--- src/rtl/wb_writeback_pkg.sv ---
// Shared writeback encodings: writeback-source select codes, load-type codes,
// the register-zero constant and the W-stage control bundle.
package wb_writeback_pkg;

    localparam logic [1:0] WB_SEL_ALU = 2'd0;
    localparam logic [1:0] WB_SEL_MEM = 2'd1;
    localparam logic [1:0] WB_SEL_PC8 = 2'd2;

    localparam logic [2:0] LD_LW  = 3'd0;
    localparam logic [2:0] LD_LB  = 3'd1;
    localparam logic [2:0] LD_LBU = 3'd2;
    localparam logic [2:0] LD_LH  = 3'd3;
    localparam logic [2:0] LD_LHU = 3'd4;

    localparam logic [4:0] REG_ZERO = 5'd0;

    typedef struct packed {
        logic       valid;
        logic       regWrite;
        logic [1:0] wbSel;
        logic [2:0] loadType;
        logic [1:0] byteOff;
    } wCtrl_t;

endpackage

--- src/rtl/wb_writeback_load_ext.sv ---
// Combinational load extractor: picks byte/halfword from a raw data-memory word
// and sign- or zero-extends it; unknown load types pass the word through.
module load_ext
    import wb_writeback_pkg::*;
#(
    parameter int DW = 32
) (
    input  logic [2:0]    loadType,
    input  logic [1:0]    byteOff,
    input  logic [DW-1:0] rdata,
    output logic [DW-1:0] data
);

    logic signed [7:0]    byteSel;
    logic signed [15:0]   halfSel;
    logic signed [DW-1:0] byteSx;
    logic signed [DW-1:0] halfSx;

    always_comb begin
        byteSel = rdata[{byteOff, 3'b000} +: 8];
        halfSel = rdata[{byteOff[1], 4'b0000} +: 16];
        byteSx  = byteSel;
        halfSx  = halfSel;
        case (loadType)
            LD_LB:   data = byteSx;
            LD_LBU:  data = {{(DW-8){1'b0}}, byteSel};
            LD_LH:   data = halfSx;
            LD_LHU:  data = {{(DW-16){1'b0}}, halfSel};
            default: data = rdata;
        endcase
    end

endmodule

--- src/rtl/wb_writeback.sv ---
// Register-file writer: M->W pipeline register, load extension, source select,
// and a 1-entry MDU result buffer that yields to the pipeline. Optional: WB_TRACE_EN.
module wb_writeback
    import wb_writeback_pkg::*;
#(
    parameter int DW = 32,
    parameter int AW = 5
) (
    input  logic          clk,
    input  logic          reset,
    input  logic          stall_w,
    input  logic          flush_w,
    input  logic          m_valid,
    input  logic [31:0]   m_pc,
    input  logic          m_reg_write,
    input  logic [AW-1:0] m_reg_addr,
    input  logic [1:0]    m_wb_sel,
    input  logic [2:0]    m_load_type,
    input  logic [1:0]    m_byte_off,
    input  logic [DW-1:0] m_alu_result,
    input  logic [DW-1:0] m_mem_rdata,
    input  logic          mdu_valid,
    input  logic [AW-1:0] mdu_addr,
    input  logic [DW-1:0] mdu_data,
    output logic          mdu_ready,
    output logic          mdu_pending,
    output logic          RegWrite,
    output logic [AW-1:0] RegAddr,
    output logic [DW-1:0] RegData,
    output logic [31:0]   w_pc
);

    wCtrl_t        wCtrl_p1;
    logic [31:0]   wPc_p1;
    logic [AW-1:0] wAddr_p1;
    logic [DW-1:0] wAlu_p1;
    logic [DW-1:0] wMem_p1;

    logic          bufFull;
    logic [AW-1:0] bufAddr;
    logic [DW-1:0] bufData;

    logic          pipeWe;
    logic          mduAccept;
    logic [DW-1:0] ldData;
    logic [DW-1:0] pipeData;

    // M -> W boundary
    always_ff @(posedge clk) begin
        if (reset || flush_w) begin
            wCtrl_p1 <= '0;
            wPc_p1   <= '0;
            wAddr_p1 <= '0;
            wAlu_p1  <= '0;
            wMem_p1  <= '0;
        end else if (!stall_w) begin
            wCtrl_p1 <= '{valid: m_valid, regWrite: m_reg_write, wbSel: m_wb_sel,
                          loadType: m_load_type, byteOff: m_byte_off};
            wPc_p1   <= m_pc;
            wAddr_p1 <= m_reg_addr;
            wAlu_p1  <= m_alu_result;
            wMem_p1  <= m_mem_rdata;
        end
    end

    load_ext #(.DW(DW)) uLoadExt (
        .loadType (wCtrl_p1.loadType),
        .byteOff  (wCtrl_p1.byteOff),
        .rdata    (wMem_p1),
        .data     (ldData)
    );

    always_comb begin
        pipeWe = wCtrl_p1.valid & wCtrl_p1.regWrite & (wAddr_p1 != AW'(REG_ZERO));
        case (wCtrl_p1.wbSel)
            WB_SEL_MEM: pipeData = ldData;
            WB_SEL_PC8: pipeData = DW'(wPc_p1 + 32'd8);
            default:    pipeData = wAlu_p1;
        endcase
    end

    assign mdu_ready   = !bufFull;
    assign mdu_pending = bufFull;
    assign mduAccept   = mdu_valid & !bufFull;

    // MDU buffer: a zero-destination offer is consumed but never held
    always_ff @(posedge clk) begin
        if (reset) begin
            bufFull <= 1'b0;
        end else if (mduAccept) begin
            bufFull <= (mdu_addr != AW'(REG_ZERO));
        end else if (bufFull && !pipeWe) begin
            bufFull <= 1'b0;
        end
    end

    always_ff @(posedge clk) begin
        if (mduAccept) begin
            bufAddr <= mdu_addr;
            bufData <= mdu_data;
        end
    end

    always_comb begin
        RegWrite = 1'b0;
        RegAddr  = '0;
        RegData  = '0;
        if (pipeWe) begin
            RegWrite = 1'b1;
            RegAddr  = wAddr_p1;
            RegData  = pipeData;
        end else if (bufFull) begin
            RegWrite = 1'b1;
            RegAddr  = bufAddr;
            RegData  = bufData;
        end
    end

    assign w_pc = wPc_p1;

`ifdef WB_TRACE_EN
    always_ff @(posedge clk) begin
        if (!reset && RegWrite) begin
            if (pipeWe) $display("@%h: $%d <= %h", w_pc, RegAddr, RegData);
            else        $display("@mdu: $%d <= %h", RegAddr, RegData);
        end
    end
`endif

endmodule

--- config.mk ---
export PLATFORM = sky130hd
export DESIGN_NAME = wb_writeback
export DESIGN_NICKNAME = d
export VERILOG_FILES = /design/src/rtl/wb_writeback_pkg.sv /design/src/rtl/wb_writeback_load_ext.sv /design/src/rtl/wb_writeback.sv
export SDC_FILE = /design/constraint.sdc
export NUM_CORES = 1
export LEC_CHECK = 0
export CORE_ASPECT_RATIO = 1.5
export CORE_UTILIZATION = 40
export DETAILED_ROUTE_END_ITERATION = 10
export HOLD_SLACK_MARGIN = 0.03
export PLACE_DENSITY_LB_ADDON = 0.08
export SETUP_SLACK_MARGIN = 0.05
export SYNTH_ARGS = -nofsm -noshare
export SYNTH_HDL_FRONTEND = slang
export SYNTH_SLANG_ARGS = --single-unit
--- constraint.sdc ---
create_clock -name clk -period 3.3 [get_ports clk]
set_input_delay 0.33 -clock clk [delete_from_list [all_inputs] [get_ports clk]]
set_output_delay 0.33 -clock clk [all_outputs]
set_load 0.02 [all_outputs]
==> impl_metrics.toml <==
[synthesis]
post_synth.cell_area_avg_sq_um = 9.53
yosys.cell_types.count = 61
mappedNetlistNets = 940
yosys_most_used_dff = "sky130_fd_sc_hd__dfxtp_1"
synth-edff-count = 37
synth_seq_area_share_pct = 44.5
ys_ff_latch = 148
netlist_instances = 785
post_synth_instance_area_sq_mm = 0.00748
synth-warning-count = 0
asyncSetResetFlopFracSynth_pct = 0

[run]
maxCapViolCount = 0

[run_status]
outcome = "finished, final reports clean"

[route]
detail_route.first_pass.iterations = 7
drt_drc_violations_left = 0
antenna_violating_nets_post_route = 0
vias_per_cell = 5.57
via_count = 7070
totalWireLength_mm = 26.7
route.detailed.wl_per_inst_um = 21.1
first_iter_violations = 390

[critical_path]
crit_required_ps = 2970
worst_setup_path_start_kind = "flip-flop"
worstSetupPathType = "reg2out"
critical_path_arrival_ps = 2850
r2r-start = "wAddr_p1[0]"
worst_setup_path_startpoint = "wAddr_p1[0]"
worstSetupEndpointType = "output pin"
timing.critical_path.fanout_max = 31

[hold_path]
worstHoldStart = "stall_w"
hold_path_class = "in2reg"

[placed_design]
placed_cells = 1233
detailedPlace.worstSlack_ps = 47.6
port_buffers = 223
place.detailed.hpwl_mm = 19.9
place.gp.congestion = 0.912

[grt]
grt_pass1_vias = 6984
sum_of_overflow_across_all_layers_after_global_routing = 0
initial_antenna_violation_count = 1
grt.total_usage_pct = 28.0
grt_start_max_net_pins = 68
global_route_wire_length_before_repair_mm = 40.2

[die]
floorplan.die_area_sq_mm = 0.0193
die_y_um = 170
initial_core_util_pct = 41.4
core_box_area_sq_mm = 0.0181
placement_row_count = 60
io-pin-count = 224
dieWidth_um = 114

[sta]
worst_hold_slack_ps = 417
fmaxAchievable_mhz = 315
worst_clock_skew_ps = 5.16
slew_headroom_pct = 61.3
worst-slew-pin-transition_ps = 580
fin_crit_sh_pct = 96.2
final_max_slew_viol_count = 0
final-hold-violation-count = 0
setup_viol = 0
fin_crit_ps = 3180
grt_setup_unrepaired = "true"
worst_slack_ps = 124

[clock_network]
cts_inserted_buffers = 17
cts.sinks = 148
clkSlewWorstSetupHoldPaths_ps = 70
cts.root.buffer_cell = "sky130_fd_sc_hd__clkbuf_16"
tritoncts = "yes"
max_buffers_root_to_sink = 2
htreeDepth = 4
insertion_delay_ps = 420

[cells_and_area]
filler_cell_count = 1615
nets = 1162
final_cell_count_no_fill = 1269
flow.area_growth_from_synthesis_pct = 44.3
final_layout_size_suffix_gt1_share_pct = 10.6

[pwr]
static_leakage_nw = 4.38
peakVddDrop_mv = 0.282
power_density_mw_per_mm2 = 422
## state kept, by name (all words and copies together), names as in the netlist
name / cells
bufAddr: 5
bufData: 32
mdu_pending: 1
wAddr_p1: 5
wAlu_p1: 32
wCtrl_p1: 9
wMem_p1: 32
w_pc: 32
## path summary, 6_finish.rpt
path                       to  slack [ps]  cells after the start
hold / removal        w_pc[6]         420                      3
setup reg to reg  mdu_pending        1690                      5
hold reg to reg   wAlu_p1[15]         500                      2
setup / recovery   RegData[7]         120                      8
## through the flow
step	utilization (%)	instance area (sq um)	power (mW)	setup TNS (ps)
after floorplan	-	7480	2.32	0
after global placement	55.9	10100	2.69	-10.8
after detailed placement	55.9	10100	2.70	0
after CTS	59.2	10700	4.59	-513
after global routing	59.7	10800	4.72	0
final	59.7	10800	4.56	0
## metal layers
layer / vias up / GRT usage, % / wire, um / part of all wire, %
met5: - / 0 / 0 / 0
met4: 0 / 9.73 / 656 / 2.5
met2: 231 / 51.5 / 14300 / 54
li1: 3364 / - / - / -
met1: 3438 / 32.1 / 10500 / 39
met3: 37 / 5.00 / 1280 / 4.8
## power breakdown
group	total [mW]	internal [mW]	switching, mW
Sequential	1.99	1.94	0.0597
Clock	1.90	1.06	0.843
Combinational	0.661	0.349	0.312
Total	4.56	3.34	1.21
## Yosys cell counts (3+ instances only)
master                        n  area share [%]
sky130_fd_sc_hd__nor2_1     121             6.1
sky130_fd_sc_hd__mux2i_1    120              16
sky130_fd_sc_hd__dfxtp_1    111              30
sky130_fd_sc_hd__clkbuf_1    47             2.4
sky130_fd_sc_hd__edfxtp_1    37              15
sky130_fd_sc_hd__nand3_1     31             2.1
sky130_fd_sc_hd__o21ai_0     31             2.1
sky130_fd_sc_hd__a21oi_1     28             1.9
sky130_fd_sc_hd__nand2_1     19            0.95
sky130_fd_sc_hd__o2111ai_1   16             1.9
sky130_fd_sc_hd__o221ai_1    15             1.8
sky130_fd_sc_hd__nor2b_1     14             1.2
sky130_fd_sc_hd__a32oi_1     13             1.5
sky130_fd_sc_hd__nand2b_1    13             1.1
sky130_fd_sc_hd__nand4_1     13             1.1
sky130_fd_sc_hd__inv_1       11            0.55
sky130_fd_sc_hd__nor3_1      11            0.74
sky130_fd_sc_hd__o211ai_1    10             1.0
sky130_fd_sc_hd__xnor2_1      9             1.1
sky130_fd_sc_hd__nor4_1       8            0.67
sky130_fd_sc_hd__o21a_1       8            0.80
sky130_fd_sc_hd__or2_2        8            0.67
sky130_fd_sc_hd__xor2_1       8            0.94
sky130_fd_sc_hd__buf_2        7            0.47
sky130_fd_sc_hd__a221oi_1     5            0.59
sky130_fd_sc_hd__buf_1        5            0.25
sky130_fd_sc_hd__o31a_1       5            0.59
sky130_fd_sc_hd__and3_1       4            0.33
sky130_fd_sc_hd__and4_1       4            0.47
sky130_fd_sc_hd__o22ai_1      4            0.33
sky130_fd_sc_hd__a22o_1       3            0.35
sky130_fd_sc_hd__a31oi_1      3            0.25
sky130_fd_sc_hd__ha_1         3            0.50
## logic make-up (layout without fill, tap and decap cells)
kind of cell | after synthesis | in the layout | synth area share (%)
other | 0 | 1 | 0
AND/OR/NAND/NOR | 263 | 263 | 17.2
flip-flops | 148 | 148 | 44.5
buffers and inverters | 71 | 306 | 3.78
multiplexers | 123 | 123 | 16.7
XOR/XNOR | 18 | 18 | 2.21
AO/OA/AOI/OAI | 159 | 159 | 15.1
adder cells (fa/ha/maj) | 3 | 3 | 0.502
## layout make-up
type | instances | area [sq um] | share of cell area, %
diodes | 1 | 2.50 | 0.0232
repair buffers | 263 | 2600 | 24.1
inverters | 11 | 41.3 | 0.382
well taps | 248 | 310 | 2.87
clock inverters | 15 | 146 | 1.36
multi-input cells | 566 | 3930 | 36.4
flip-flops and latches | 148 | 3340 | 31.0
clock buffers | 17 | 425 | 3.94
## critical path, stage by stage, from the launching register on
cell,delay [ps]
sky130_fd_sc_hd__dfxtp_1,320
sky130_fd_sc_hd__or4_1,540
sky130_fd_sc_hd__o211ai_1,310
sky130_fd_sc_hd__buf_12,250
sky130_fd_sc_hd__nor2_1,120
sky130_fd_sc_hd__o311ai_1,160
sky130_fd_sc_hd__buf_4,200
sky130_fd_sc_hd__o311a_1,140
sky130_fd_sc_hd__dlygate4sd2_1,350
## repair_timing
| item | in CTS | in global routing |
|---|---|---|
| gates resized for setup | 21 | 27 |
| endpoints found under the setup margin | 28 | 22 |
| buffers inserted | 1 | 2 |
| pin swaps | 2 | 2 |
| hold buffers | 0 | 0 |
## cell usage in the layout (no fill, tap or decap), drive strengths merged, types with 10 or more instances in the layout
cell type,n
buf,41
nor2,122
clkdlybuf4s50,196
nand4,14
o211ai,10
nand3,32
nand2b,13
dlygate4sd2,13
mux2i,120
inv,18
nor2b,14
dfxtp,111
nor3,11
a32oi,13
clkbuf,17
xnor2,10
a21oi,28
dlymetal6s2s,13
o221ai,15
o2111ai,16
edfxtp,37
o21ai,32
nand2,19
No activity file was read; power rests on OpenSTA's default activity.
